<file path="src/rtl/rams128_byte_port_pkg.sv">
// Shared constants and FSM state type for the byte-wide front end of a 128x1 distributed RAM.
// No ports: package only.
package rams128_byte_port_pkg;

    localparam int unsigned BYTE_W    = 8;
    localparam int unsigned ADDR_W    = 4;
    localparam int unsigned BIT_IDX_W = 3;
    localparam int unsigned RAM_ADR_W = 7;
    localparam int unsigned RAM_DEPTH = 128;

    typedef enum logic [2:0] {
        INIT,
        SCRUB,
        IDLE,
        WR,
        RD
    } state_e;

endpackage

</file>
<file path="src/rtl/rams128_byte_port_if.sv">
// Request/response bus of rams128_byte_port.
//   REQ_VALID/REQ_READY : request handshake, taken on a rising edge with both high
//   REQ_WE              : 1 = write byte, 0 = read byte
//   REQ_ADDR            : byte address 0..15
//   REQ_WDATA           : write data (ignored for reads)
//   RSP_VALID           : one-cycle pulse, RSP_RDATA carries a completed read
//   RSP_RDATA           : last read result, held until the next read completes
// master = requester, slave = rams128_byte_port.
interface rams128_byte_port_if;
    import rams128_byte_port_pkg::*;

    logic              REQ_VALID;
    logic              REQ_READY;
    logic              REQ_WE;
    logic [ADDR_W-1:0] REQ_ADDR;
    logic [BYTE_W-1:0] REQ_WDATA;
    logic              RSP_VALID;
    logic [BYTE_W-1:0] RSP_RDATA;

    modport master (
        output REQ_VALID, REQ_WE, REQ_ADDR, REQ_WDATA,
        input  REQ_READY, RSP_VALID, RSP_RDATA
    );

    modport slave (
        input  REQ_VALID, REQ_WE, REQ_ADDR, REQ_WDATA,
        output REQ_READY, RSP_VALID, RSP_RDATA
    );

endinterface

</file>
<file path="src/rtl/rams128_byte_port.sv">
// Byte-wide request/response front end for a 128x1 single-port RAM (X_RAMS128).
// Each byte request becomes eight single-bit accesses, LSB first; bit b of byte A lives at
// RAM address {A, b}. Optional zero-fill of all 128 bits after reset.
// Ports:
//   CLK, RST_N : clock, synchronous active-low reset
//   bus        : request/response interface (slave side)
//   RAM_ADR    : RAM address (ADR6..ADR0)
//   RAM_I      : RAM data in
//   RAM_WE     : RAM write enable (RAM writes on the same rising edge)
//   RAM_O      : RAM combinational read output for RAM_ADR
module rams128_byte_port
    import rams128_byte_port_pkg::*;
#(
    parameter bit SCRUB_EN = 1'b1
) (
    input  logic                 CLK,
    input  logic                 RST_N,
    rams128_byte_port_if.slave   bus,
    output logic [RAM_ADR_W-1:0] RAM_ADR,
    output logic                 RAM_I,
    output logic                 RAM_WE,
    input  logic                 RAM_O
);

    state_e                 state_q, state_d;
    // Scrub address in SCRUB; the low bits double as the bit index in WR/RD.
    logic [RAM_ADR_W-1:0]   cnt_q, cnt_d;
    logic [ADDR_W-1:0]      addr_q, addr_d;
    logic [BYTE_W-1:0]      wdata_q, wdata_d;
    // Bits 0..6 of a read in flight; bit 7 goes straight into the response.
    logic [BYTE_W-2:0]      shift_q, shift_d;
    logic [BYTE_W-1:0]      rdata_q, rdata_d;
    logic                   rsp_valid_q, rsp_valid_d;
    logic                   ready_q, ready_d;
    logic [RAM_ADR_W-1:0]   ram_adr_q, ram_adr_d;
    logic                   ram_i_q, ram_i_d;
    logic                   ram_we_q, ram_we_d;
    logic [BIT_IDX_W-1:0]   bit_idx;
    logic [BIT_IDX_W-1:0]   bit_idx_d;

    assign bit_idx   = cnt_q[BIT_IDX_W-1:0];
    assign bit_idx_d = cnt_d[BIT_IDX_W-1:0];

    always_comb begin
        state_d     = state_q;
        cnt_d       = cnt_q;
        addr_d      = addr_q;
        wdata_d     = wdata_q;
        shift_d     = shift_q;
        rdata_d     = rdata_q;
        rsp_valid_d = 1'b0;

        case (state_q)
            INIT: begin
                cnt_d   = '0;
                state_d = SCRUB_EN ? SCRUB : IDLE;
            end
            SCRUB: begin
                cnt_d = cnt_q + 1'b1;
                if (cnt_q == RAM_ADR_W'(RAM_DEPTH - 1)) begin
                    state_d = IDLE;
                end
            end
            IDLE: begin
                if (bus.REQ_VALID) begin
                    addr_d  = bus.REQ_ADDR;
                    wdata_d = bus.REQ_WDATA;
                    cnt_d   = '0;
                    state_d = bus.REQ_WE ? WR : RD;
                end
            end
            WR: begin
                cnt_d = cnt_q + 1'b1;
                if (bit_idx == 3'd7) begin
                    state_d = IDLE;
                end
            end
            RD: begin
                cnt_d = cnt_q + 1'b1;
                if (bit_idx == 3'd7) begin
                    rdata_d     = {RAM_O, shift_q};
                    rsp_valid_d = 1'b1;
                    state_d     = IDLE;
                end else begin
                    shift_d[bit_idx] = RAM_O;
                end
            end
            default: state_d = INIT;
        endcase
    end

    // Outputs are decoded from the next state and registered alongside it, so the RAM side
    // never sees a combinational path from the request bus.
    always_comb begin
        ready_d   = (state_d == IDLE);
        ram_adr_d = '0;
        ram_i_d   = 1'b0;
        ram_we_d  = 1'b0;
        case (state_d)
            SCRUB: begin
                ram_adr_d = cnt_d;
                ram_we_d  = 1'b1;
            end
            WR: begin
                ram_adr_d = {addr_d, bit_idx_d};
                ram_i_d   = wdata_d[bit_idx_d];
                ram_we_d  = 1'b1;
            end
            RD: begin
                ram_adr_d = {addr_d, bit_idx_d};
            end
            default: ;
        endcase
    end

    always_ff @(posedge CLK) begin
        if (!RST_N) begin
            state_q     <= INIT;
            cnt_q       <= '0;
            addr_q      <= '0;
            wdata_q     <= '0;
            shift_q     <= '0;
            rdata_q     <= '0;
            rsp_valid_q <= 1'b0;
            ready_q     <= 1'b0;
            ram_adr_q   <= '0;
            ram_i_q     <= 1'b0;
            ram_we_q    <= 1'b0;
        end else begin
            state_q     <= state_d;
            cnt_q       <= cnt_d;
            addr_q      <= addr_d;
            wdata_q     <= wdata_d;
            shift_q     <= shift_d;
            rdata_q     <= rdata_d;
            rsp_valid_q <= rsp_valid_d;
            ready_q     <= ready_d;
            ram_adr_q   <= ram_adr_d;
            ram_i_q     <= ram_i_d;
            ram_we_q    <= ram_we_d;
        end
    end

    assign bus.REQ_READY = ready_q;
    assign bus.RSP_VALID = rsp_valid_q;
    assign bus.RSP_RDATA = rdata_q;
    assign RAM_ADR       = ram_adr_q;
    assign RAM_I         = ram_i_q;
    assign RAM_WE        = ram_we_q;

endmodule

</file>
<file path="src/flat_wrapper.sv">
// flat-port wrapper written by rule: the top's interface ports become plain ports
module rams128_byte_port_flat import rams128_byte_port_pkg::*;
#(
    parameter bit SCRUB_EN = 1'b1
)
  (CLK, RST_N, RAM_ADR, RAM_I, RAM_WE, RAM_O, bus_REQ_VALID, bus_REQ_WE, bus_REQ_ADDR, bus_REQ_WDATA, bus_REQ_READY, bus_RSP_VALID, bus_RSP_RDATA);
  rams128_byte_port_if bus_i ();
  input  logic CLK;
  input  logic RST_N;
  output logic [RAM_ADR_W-1:0] RAM_ADR;
  output logic RAM_I;
  output logic RAM_WE;
  input  logic RAM_O;
  input wire logic [$bits(bus_i.REQ_VALID)-1:0] bus_REQ_VALID;
  input wire logic [$bits(bus_i.REQ_WE)-1:0] bus_REQ_WE;
  input wire logic [$bits(bus_i.REQ_ADDR)-1:0] bus_REQ_ADDR;
  input wire logic [$bits(bus_i.REQ_WDATA)-1:0] bus_REQ_WDATA;
  output wire logic [$bits(bus_i.REQ_READY)-1:0] bus_REQ_READY;
  output wire logic [$bits(bus_i.RSP_VALID)-1:0] bus_RSP_VALID;
  output wire logic [$bits(bus_i.RSP_RDATA)-1:0] bus_RSP_RDATA;
  assign bus_i.REQ_VALID = bus_REQ_VALID;
  assign bus_i.REQ_WE = bus_REQ_WE;
  assign bus_i.REQ_ADDR = bus_REQ_ADDR;
  assign bus_i.REQ_WDATA = bus_REQ_WDATA;
  assign bus_REQ_READY = bus_i.REQ_READY;
  assign bus_RSP_VALID = bus_i.RSP_VALID;
  assign bus_RSP_RDATA = bus_i.RSP_RDATA;
  rams128_byte_port #(.SCRUB_EN(SCRUB_EN)) u_core (.CLK(CLK), .RST_N(RST_N), .bus(bus_i), .RAM_ADR(RAM_ADR), .RAM_I(RAM_I), .RAM_WE(RAM_WE), .RAM_O(RAM_O));
endmodule
</file>
<file path="config.mk">
export PLATFORM = sky130hd
export DESIGN_NAME = rams128_byte_port_flat
export DESIGN_NICKNAME = d
export VERILOG_FILES = /design/src/rtl/rams128_byte_port_pkg.sv /design/src/rtl/rams128_byte_port_if.sv /design/src/rtl/rams128_byte_port.sv /design/src/flat_wrapper.sv
export SDC_FILE = /design/constraint.sdc
export NUM_CORES = 1
export LEC_CHECK = 0
export ABC_AREA = 1
export CAP_MARGIN = 5
export CORE_MARGIN = 4
export CORE_UTILIZATION = 50
export CTS_BUF_LIST = sky130_fd_sc_hd__clkbuf_8
export CTS_CLUSTER_DIAMETER = 40
export DETAILED_ROUTE_END_ITERATION = 6
export MAX_ROUTING_LAYER = met4
export PLACE_DENSITY_LB_ADDON = 0.05
export SYNTH_ARGS = -nofsm -noshare
export SYNTH_HDL_FRONTEND = slang
export SYNTH_SLANG_ARGS = --single-unit
</file>
<file path="constraint.sdc">
create_clock -name CLK -period 1.5 [get_ports CLK]
set_input_delay 0.225 -clock CLK [delete_from_list [all_inputs] [get_ports CLK]]
set_output_delay 0.225 -clock CLK [all_outputs]
set_load 0.02 [all_outputs]
</file>
==> impl_metrics.env <==
export IMPL_status="finished clean"
export IMPL_dp_hpwl_mm=3.85
export IMPL_synth_area_leaders="dfxtp_1 43%, nand2_1 13%, nor2_1 8.1%"
export IMPL_cts_htree_levels=2
export IMPL_ios=36
export IMPL_critPathRequiredTime_ns=1.27
export IMPL_cts_root_buf="clkbuf_8"
export IMPL_drive_above_1_share_pct=23.6
export IMPL_synth_area_um2=2220
export IMPL_vias_per_cell=4.92
export IMPL_cts_tree="done"
export IMPL_synth_cells=319
export IMPL_start_util_pct=53.5
export IMPL_via_count=2164
export IMPL_r2r_start="u_core.cnt_q[1]"
export IMPL_max_clock_path_buffers=2
export IMPL_post_place_ws_ns=-0.343
export IMPL_clkTransAtPathRegs_ns=0.09
export IMPL_ys_warn_count=0
export IMPL_setup_violations=0
export IMPL_worst_ep_arrival_time_ns=1.23
export IMPL_synth_ff_type="dfxtp_1"
export IMPL_crit_family="buffers and inverters"
export IMPL_path_max_fanout=1
export IMPL_hold_class="reg2reg"
export IMPL_startpoint="u_core.RAM_ADR[4]"
export IMPL_row_count=23
export IMPL_worst_slack_ns=0.0442
export IMPL_fin_crit_sh_pct=97.1
export IMPL_yosys_area_top_type_share_pct=43.4
export IMPL_report_final_hold_viol_count=0
export IMPL_path_cells="clkdlybuf4s50_1"
export IMPL_die_area_um2=5560
export IMPL_crit_type="reg2out"
export IMPL_dr_pass1_iters=4
export IMPL_max_stage_delay_ns=0.60
export IMPL_finalPower_mw=2.54
export IMPL_numPortBuffers=35
export IMPL_drt_wl_total_mm=5.22
export IMPL_cts_sinks=48
export IMPL_final_nets=408
export IMPL_fill_cells=337
export IMPL_worst_setup_path_start_kind="flip-flop"
export IMPL_antenna_found_initial=0
export IMPL_netlist_top_cells_count="79 x nand2_1, 48 x dfxtp_1, 48 x nor2_1"
export IMPL_synth_area_leader_cell="dfxtp_1"
export IMPL_syn_avg_cell_area_um2=6.95
export IMPL_max_slew_worst_pin_slew_ns=0.369
export IMPL_hp_start="u_core.shift_q[3]"
export IMPL_yosysSeqAreaShare_pct=43.4
export IMPL_gp_congestion=0.834
export IMPL_synth_most_common_cell="nand2_1"
export IMPL_finClkSkew_ns=0.00714
export IMPL_numCtsBuffers=5
export IMPL_fmax_mhz=687
export IMPL_grt_pass1_vias=1962
export IMPL_maxSlewViolCount=0
export IMPL_synth_distinct_cells=28
export IMPL_syn_nets=338
export IMPL_ir_drop_v=0.000720
export IMPL_rsz0062_at_grt="yes"
export IMPL_relSlewSlack_pct=75.3
export IMPL_grt_pass1_wl_mm=8.69
export IMPL_slowest_stage="clkdlybuf4s50_1"
export IMPL_critPathBufInv=1
export IMPL_detail_route_antenna_nets=0
export IMPL_ys_ff_latch=48
export IMPL_grt_overflow_total=0
export IMPL_synth_enable_flop_cells=0
export IMPL_wl_per_cell_um=11.9
export IMPL_grt_usage_pct=21.0
export IMPL_grt_max_degree=16
export IMPL_min_period_ns=1.46
export IMPL_clock_latency_ns=0.30
export IMPL_async_flop_share_pct=0
export IMPL_power_leakage_nw=1.42
export IMPL_area_growth_pct=41.3
export IMPL_p_per_area_nw_per_um2=811
export IMPL_final_core_util_pct=75.6
export IMPL_die_w_um=74.6
export IMPL_die_h_um=74.6
export IMPL_detail_route_iter0_violations=142
export IMPL_hold_ws_ns=0.457
export IMPL_drv_cap=0
export IMPL_end_kind="output port"
export IMPL_fp_coreArea_um2=4140
export IMPL_drc=0
export IMPL_antennaDiodeCount=0
-- path summary, 6_finish.rpt --
path | slack [ns] | to | cells after the start
setup reg to reg | 0.06 | u_core.RAM_ADR[5] | 7
hold reg to reg | 0.46 | u_core.shift_q[3] | 2
hold / removal | 0.46 | u_core.shift_q[3] | 2
setup / recovery | 0.04 | RAM_ADR[4] | 1
-- final cells by class --
cell class / instances / area [um2] / share of cell area [%]
timing repair buffer: 69 / 648 / 20.7
tap: 50 / 62.6 / 2.00
inverter: 49 / 191 / 6.11
multi-input combinational: 216 / 1130 / 36.2
sequential: 48 / 973 / 31.1
clock inverter: 2 / 38.8 / 1.24
clock buffer: 6 / 82.6 / 2.64
-- cells by family after synthesis --
logic type                 synth area share, %
buffers and inverters                     9.65
and+or+nand+nor                           32.2
AOI/OAI and AO/OA                         13.6
adders and majority gates                 1.13
DFF                                       43.4
-- state kept, by name (all words and copies together), names as in the netlist --
name,cells
u_core.RAM_I,1
u_core.bus.RSP_VALID,1
u_core.shift_q,7
u_core.RAM_ADR,7
u_core.wdata_q,8
u_core.RAM_WE,1
u_core.state_q,3
u_core.cnt_q,7
u_core.bus.REQ_READY,1
u_core.bus.RSP_RDATA,8
u_core.addr_q,4
-- power by group --
part,switching [mW],total [mW],internal [mW]
combinational,0.141,0.266,0.125
clock,0.435,0.980,0.545
sequential,0.0119,1.29,1.28
total,0.588,2.54,1.95
-- metal layers --
layer	part of all wire, %	vias to the layer above	global-route usage [%]
met3	5.0	9	4.59
li1	-	1135	-
met2	45	47	31.6
met1	48	973	28.0
met4	1.6	0	6.52
met5	0	-	-
-- through the flow --
step / area [um2] / setup TNS [ns] / instances
after CTS: 2990 / 0 / 434
after global placement: 2820 / -3.77 / 425
after floorplan: 2220 / 0 / 319
after detailed placement: 2820 / -4.34 / 425
final: 3130 / 0 / 440
after global routing: 3130 / -0.0666 / 440
-- what timing repair did --
item / CTS / global route
resized for setup: 8 / 40
setup buffers: 1 / 6
hold endpoints to repair: 0 / 0
pin swaps: 2 / 10
setup endpoints to repair: 17 / 32
hold buffers: 0 / 0
-- cells in the final DEF, fill, tap and decap left out, types with 3 or more instances in the layout --
cell type and n:
nand2_1 72, nor2_1 44, dfxtp_1 42, inv_1 40, buf_4 32, clkdlybuf4s50_1 28, o21ai_0 21, nand3_1 17
a21oi_1 15, nand2_2 10, dlymetal6s2s_1 7, inv_2 6, clkbuf_8 6, nor2_2 5, o21ai_1 4, o21ai_2 4
dfxtp_2 4, inv_4 3, nor2_4 3
(Power assumes the default switching activity.)
